### src/rtl/mux4_rr_arbiter_pkg.sv
// Shared types and constants for the mux4_rr_arbiter slice.
// Build option MUX4_ARB_FIXED_PRIO_EN is consumed in rr_pick2 only.
package mux4_arb_pkg;

    localparam int unsigned DEFAULT_DATA_W = 4;

    localparam logic SEL_A = 1'b0;
    localparam logic SEL_B = 1'b1;

    typedef enum logic {
        EMPTY = 1'b0,
        FULL  = 1'b1
    } state_t;

endpackage

### src/rtl/mux4_rr_arbiter_if.sv
// Requester/downstream handshake bundle for mux4_rr_arbiter.
// slave = arbiter side, master = requesters plus downstream consumer.
interface mux4_rr_arbiter_if
    import mux4_arb_pkg::*;
#(
    parameter int unsigned DATA_W = DEFAULT_DATA_W
);

    logic              reqA;
    logic [DATA_W-1:0] inA;
    logic              ackA;
    logic              reqB;
    logic [DATA_W-1:0] inB;
    logic              ackB;
    logic [DATA_W-1:0] out;
    logic              outValid;
    logic              outReady;
    logic              sel;

    modport slave (
        input  reqA, inA, reqB, inB, outReady,
        output ackA, ackB, out, outValid, sel
    );

    modport master (
        output reqA, inA, reqB, inB, outReady,
        input  ackA, ackB, out, outValid, sel
    );

endinterface

### src/rtl/mux4_rr_arbiter_rr_pick2.sv
// Two-way winner selection. Round-robin on lastSel by default;
// MUX4_ARB_FIXED_PRIO_EN makes A always win a tie.
module rr_pick2
    import mux4_arb_pkg::*;
(
    input  logic reqA,
    input  logic reqB,
    input  logic lastSel,
    output logic winner,
    output logic anyReq
);

    always_comb begin
        anyReq = reqA | reqB;
        winner = SEL_A;
`ifdef MUX4_ARB_FIXED_PRIO_EN
        if (!reqA && reqB)
            winner = SEL_B;
`else
        if (reqA && reqB)
            winner = ~lastSel;
        else if (reqB)
            winner = SEL_B;
`endif
    end

endmodule

### src/rtl/mux4_rr_arbiter.sv
// Arbitrates two requesters onto one 2:1 mux into a one-entry output
// register with valid/ready. Build option: MUX4_ARB_FIXED_PRIO_EN (in rr_pick2).
module mux4_rr_arbiter
    import mux4_arb_pkg::*;
#(
    parameter int unsigned DATA_W = DEFAULT_DATA_W
)
(
    input  logic              Clk,
    input  logic              Reset,
    mux4_rr_arbiter_if.slave  bus
);

    state_t            state;
    logic              lastSel;
    logic              sel_q;
    logic [DATA_W-1:0] out_q;
    logic [DATA_W-1:0] mux_word;
    logic              winner;
    logic              anyReq;
    logic              canLoad;
    logic              ackA;
    logic              ackB;

    rr_pick2 u_pick (
        .reqA    (bus.reqA),
        .reqB    (bus.reqB),
        .lastSel (lastSel),
        .winner  (winner),
        .anyReq  (anyReq)
    );

    always_comb begin
        mux_word = (winner == SEL_B) ? bus.inB : bus.inA;
    end

    // Loading in FULL is allowed when the current word leaves this cycle,
    // which gives one word per cycle under a held outReady.
    always_comb begin
        canLoad = (state == EMPTY) | bus.outReady;
        ackA    = ~Reset & canLoad & anyReq & (winner == SEL_A) & bus.reqA;
        ackB    = ~Reset & canLoad & anyReq & (winner == SEL_B) & bus.reqB;
    end

    always_ff @(posedge Clk or posedge Reset) begin
        if (Reset) begin
            state   <= EMPTY;
            out_q   <= '0;
            sel_q   <= SEL_A;
            lastSel <= SEL_B;
        end else if (ackA || ackB) begin
            state   <= FULL;
            out_q   <= mux_word;
            sel_q   <= winner;
            lastSel <= winner;
        end else if (state == FULL && bus.outReady) begin
            state   <= EMPTY;
        end
    end

    assign bus.ackA     = ackA;
    assign bus.ackB     = ackB;
    assign bus.out      = out_q;
    assign bus.sel      = sel_q;
    assign bus.outValid = (state == FULL);

endmodule
### src/flat_wrapper.sv
// flat-port wrapper written by rule: the top's interface ports become plain ports
module mux4_rr_arbiter_flat import mux4_arb_pkg::*;
#(
    parameter int unsigned DATA_W = DEFAULT_DATA_W
)
  (Clk, Reset, bus_reqA, bus_inA, bus_reqB, bus_inB, bus_outReady, bus_ackA, bus_ackB, bus_out, bus_outValid, bus_sel);
  mux4_rr_arbiter_if #(.DATA_W(DATA_W)) bus_i ();
  input  logic Clk;
  input  logic Reset;
  input wire logic [$bits(bus_i.reqA)-1:0] bus_reqA;
  input wire logic [$bits(bus_i.inA)-1:0] bus_inA;
  input wire logic [$bits(bus_i.reqB)-1:0] bus_reqB;
  input wire logic [$bits(bus_i.inB)-1:0] bus_inB;
  input wire logic [$bits(bus_i.outReady)-1:0] bus_outReady;
  output wire logic [$bits(bus_i.ackA)-1:0] bus_ackA;
  output wire logic [$bits(bus_i.ackB)-1:0] bus_ackB;
  output wire logic [$bits(bus_i.out)-1:0] bus_out;
  output wire logic [$bits(bus_i.outValid)-1:0] bus_outValid;
  output wire logic [$bits(bus_i.sel)-1:0] bus_sel;
  assign bus_i.reqA = bus_reqA;
  assign bus_i.inA = bus_inA;
  assign bus_i.reqB = bus_reqB;
  assign bus_i.inB = bus_inB;
  assign bus_i.outReady = bus_outReady;
  assign bus_ackA = bus_i.ackA;
  assign bus_ackB = bus_i.ackB;
  assign bus_out = bus_i.out;
  assign bus_outValid = bus_i.outValid;
  assign bus_sel = bus_i.sel;
  mux4_rr_arbiter #(.DATA_W(DATA_W)) u_core (.Clk(Clk), .Reset(Reset), .bus(bus_i));
endmodule
### config.mk
export PLATFORM = sky130hd
export DESIGN_NAME = mux4_rr_arbiter_flat
export DESIGN_NICKNAME = d
export VERILOG_FILES = /design/src/rtl/mux4_rr_arbiter_pkg.sv /design/src/rtl/mux4_rr_arbiter_if.sv /design/src/rtl/mux4_rr_arbiter_rr_pick2.sv /design/src/rtl/mux4_rr_arbiter.sv /design/src/flat_wrapper.sv
export SDC_FILE = /design/constraint.sdc
export NUM_CORES = 1
export LEC_CHECK = 0
export BUFFER_PORTS_ARGS = -buffer_cell sky130_fd_sc_hd__buf_2
export CORE_UTILIZATION = 30
export CTS_BUF_LIST = sky130_fd_sc_hd__clkbuf_8
export CTS_CLUSTER_SIZE = 14
export DETAILED_ROUTE_END_ITERATION = 12
export SETUP_SLACK_MARGIN = 0.3
export SYNTH_ARGS = -nofsm -noshare
export SYNTH_HDL_FRONTEND = slang
export SYNTH_SLANG_ARGS = --single-unit
### constraint.sdc
create_clock -name Clk -period 1.9 [get_ports Clk]
set_input_delay 0.38 -clock Clk [delete_from_list [all_inputs] [get_ports Clk]]
set_output_delay 0.38 -clock Clk [all_outputs]
set_load 0.02 [all_outputs]
==> impl_results.md <==
* Outcome: finished, final reports clean
* Arr. time, crit path at 1.17 ns
* Synth Instances at 26
* Die Y at roughly 38 um
* GRT overflow at 0
* Slew @ Worst Pin at ~0.28 ns
* Combinational Power Share at 0.311
* CTS H-tree depth at 1
* WL final at 733 um
* Startpoint Class: flip-flop
* Mapped Avg Cell Area at 15.25 um2
* Final nets at 66
* Remaining DRCs at 0
* Cell taking the most area after synthesis: dfrtp_1
* Slew margin rel. at 0.8122
* Pins over their slew limit at 0
* CTS tree: yes
* Routed len/inst at 11.11 um
* Core area at 1171 um2
* Final Hold Fails at 0
* Root buffer cell: clkbuf_8
* Share of post-route cells with drive strength above 1 at 0.8077
* Worst VDD drop at 0.4912 mV
* Fillcell total at ~110
* Maximum achievable frequency at 643.4 MHz
* Initial core utilization at 0.3387
* Antenna Violating Nets Remaining at 0
* Clock Power Share at 0.344
* Switching Fraction at 0.2762
* Vias at 292
* Required @ worst endpoint at 1.52 ns
* First-pass DRT Iterations at 2
* CP max FO at 4
* Design area at 588.1 um2
* Path category of the worst min-delay check: in2async
* Skew final at 0.003837 ns
* Leak Pwr at 0.3236 nW
* Final setup vio count at 0
* Top-area cell type share of the netlist area at 0.3785
* Final critical-path share of the clock period at 0.8180
* Initial antenna violation count at 0
* Final Wtd Congestion at 0.6172
* Min Tclk post-route at ~1.6 ns
* Number of DRC markers in iteration 0 at 3
* Internal power at 426.4 uW
* Flops & latches, synth at 7
* Top post-synthesis cells by area: dfrtp_1 38%, mux2_4 38%, dfstp_2 6.6%, a21boi_4 4.7%, and2b_2 2.2%
* Yosys cell types at 12
* Setup TNS at 0 ns
* First-pass GRT wire length at between 1000 and 1500 um
* IO Port Bufs at 20
* Synth warn at 0
* RSZ-0062 raised after global routing: no
* Dpl hpwl at roughly 540 um
* ANT cells at 0
* Crit-path cells: a21boi_4 -> and2_2 -> buf_2
* Vias in the first global route at 264
* TritonCTS Buffers at 3
* Switch Pwr at 162.7 uW
* CTS sink cnt at 7
* Slowest Stage Delay on Critical Path at 0.55 ns
* Area of the die at 1471 um2
* Syn Nets at 39
* Placement Cell Area at approximately 500 um2
* Max_cap viols at 0
* # IOs at 21
* Total track usage at 0.1191
* # rows at 12
* Post-synthesis cell area at 396.6 um2
* Area of the multi-input gates at 220.2 um2
* PwrDens at 1002 nW/um2
* Via density at 4.424
* Clock slew at reported path FFs at approximately 0.040 ns
* Die width at around 38 um
* Sequential share of the synthesized area at 0.4448
* Setup CP Type: reg2out
* Largest net degree at the start of global routing at 8
* Worst skew pair latency at 0.23 ns
* Reg area at roughly 180 um2
* Area grow syn2layout at 48.27%
* Sequential Power Share at 0.345
* Longest Clk Path Bufs at 2
* CP Capture Type: output port
* Worst-path cell with the longest stage delay: dfstp_2
[repair_timing]
action,4_1_cts,5_1_grt
setup buffers,2,0
pin swaps,1,0
hold buffers,0,0
setup endpoints to repair,2,2
resized for setup,1,3
[cell usage after synthesis]
cell and number:
mux2_4 10, dfrtp_1 6, a21boi_4 1, and2_2 1, and2b_2 1, buf_4 1, dfstp_2 1, inv_1 1
nand2_1 1, nand2b_1 1, nor2b_1 1, o21bai_1 1
[worst max-delay path: cells and delay by family (launching register included)]
family | cells | cell delay (ns)
AO/OA/AOI/OAI | 1 | 0.07
buffers and inverters | 1 | 0.15
AND/OR/NAND/NOR | 1 | 0.18
flip-flops | 1 | 0.55
[final cells by class]
cell class	instances	share of cell area
clock buffers	3	0.07021
clock inverters	1	0.006383
inverters	1	0.006383
multi-input cells	17	0.3745
flip-flops and latches	7	0.3000
well taps	14	0.02979
repair buffers	23	0.2128
[power groups by stage]
stage	Sequential, mW	Combinational (mW)	Clock [mW]
after floorplan	0.237	0.0897	0
after global placement	0.206	0.172	0
after detailed placement	0.205	0.173	0
after CTS	0.204	0.182	0.209
after global routing	0.207	0.198	0.221
final	0.203	0.183	0.202
[cell usage in the layout, fill, tap and decap left out]
master,netlist,layout
o21bai_2,0,1
a21boi_4,1,1
and2b_2,1,1
mux2_4,10,10
nor2b_4,0,1
buf_2,0,19
dfstp_2,1,1
clkbuf_8,0,3
nand2b_1,1,1
buf_4,1,4
and2_2,1,1
dfrtp_1,6,6
inv_1,1,2
nand2_1,1,1
[cells by family after synthesis]
logic type,synth area share
mux,0.3785
flops,0.4448
simple gates,0.08204
compound gates,0.06626
buf+inv,0.02839
[metal layers]
layer  GRT usage  vias up  routed length [um]
met5           0        -                   0
met4     0.05172        0                  12
met2      0.1695       16                 311
li1            -      141                   -
met1      0.1434      133                 352
met3     0.06977        2                  57
[state kept, by name, summed over array words and instances (netlist names)]
signal,flops
u_core.bus.out,4
u_core.bus.outValid,1
u_core.bus.sel,1
u_core.lastSel,1
[worst paths after layout]
path	start	to	slack [ns]	cells after the start
max in group asynchronous	Reset	u_core.lastSel	1.53	2
min in group Clk	bus_outReady	u_core.bus.outValid	0.45	3
hold / removal	Reset	u_core.bus.sel	0.1	2
setup reg to reg	u_core.lastSel	u_core.bus.out[2]	0.46	4
setup / recovery	u_core.lastSel	bus_ackB	0.35	3
hold reg to reg	u_core.bus.out[2]	u_core.bus.out[2]	0.50	1
[metrics by stage]
step / std cells / hold slack, ns / util / setup slack, ns / total power [mW]
4_1_cts: 66 / 0.1001 / 0.4925 / 0.3257 / 0.5946
5_1_grt: 66 / 0.1217 / 0.5021 / 0.3035 / 0.6258
6_report: 66 / 0.09534 / 0.5021 / 0.3459 / 0.5891
3_5_place_dp: 60 / 0.3445 / 0.4391 / 0.3142 / 0.3783
3_3_place_gp: 60 / 0.3358 / 0.4391 / 0.3232 / 0.3773
2_1_floorplan: 26 / 0.1827 / - / 0.4753 / 0.3269
Power figures use the tool's default switching activity.
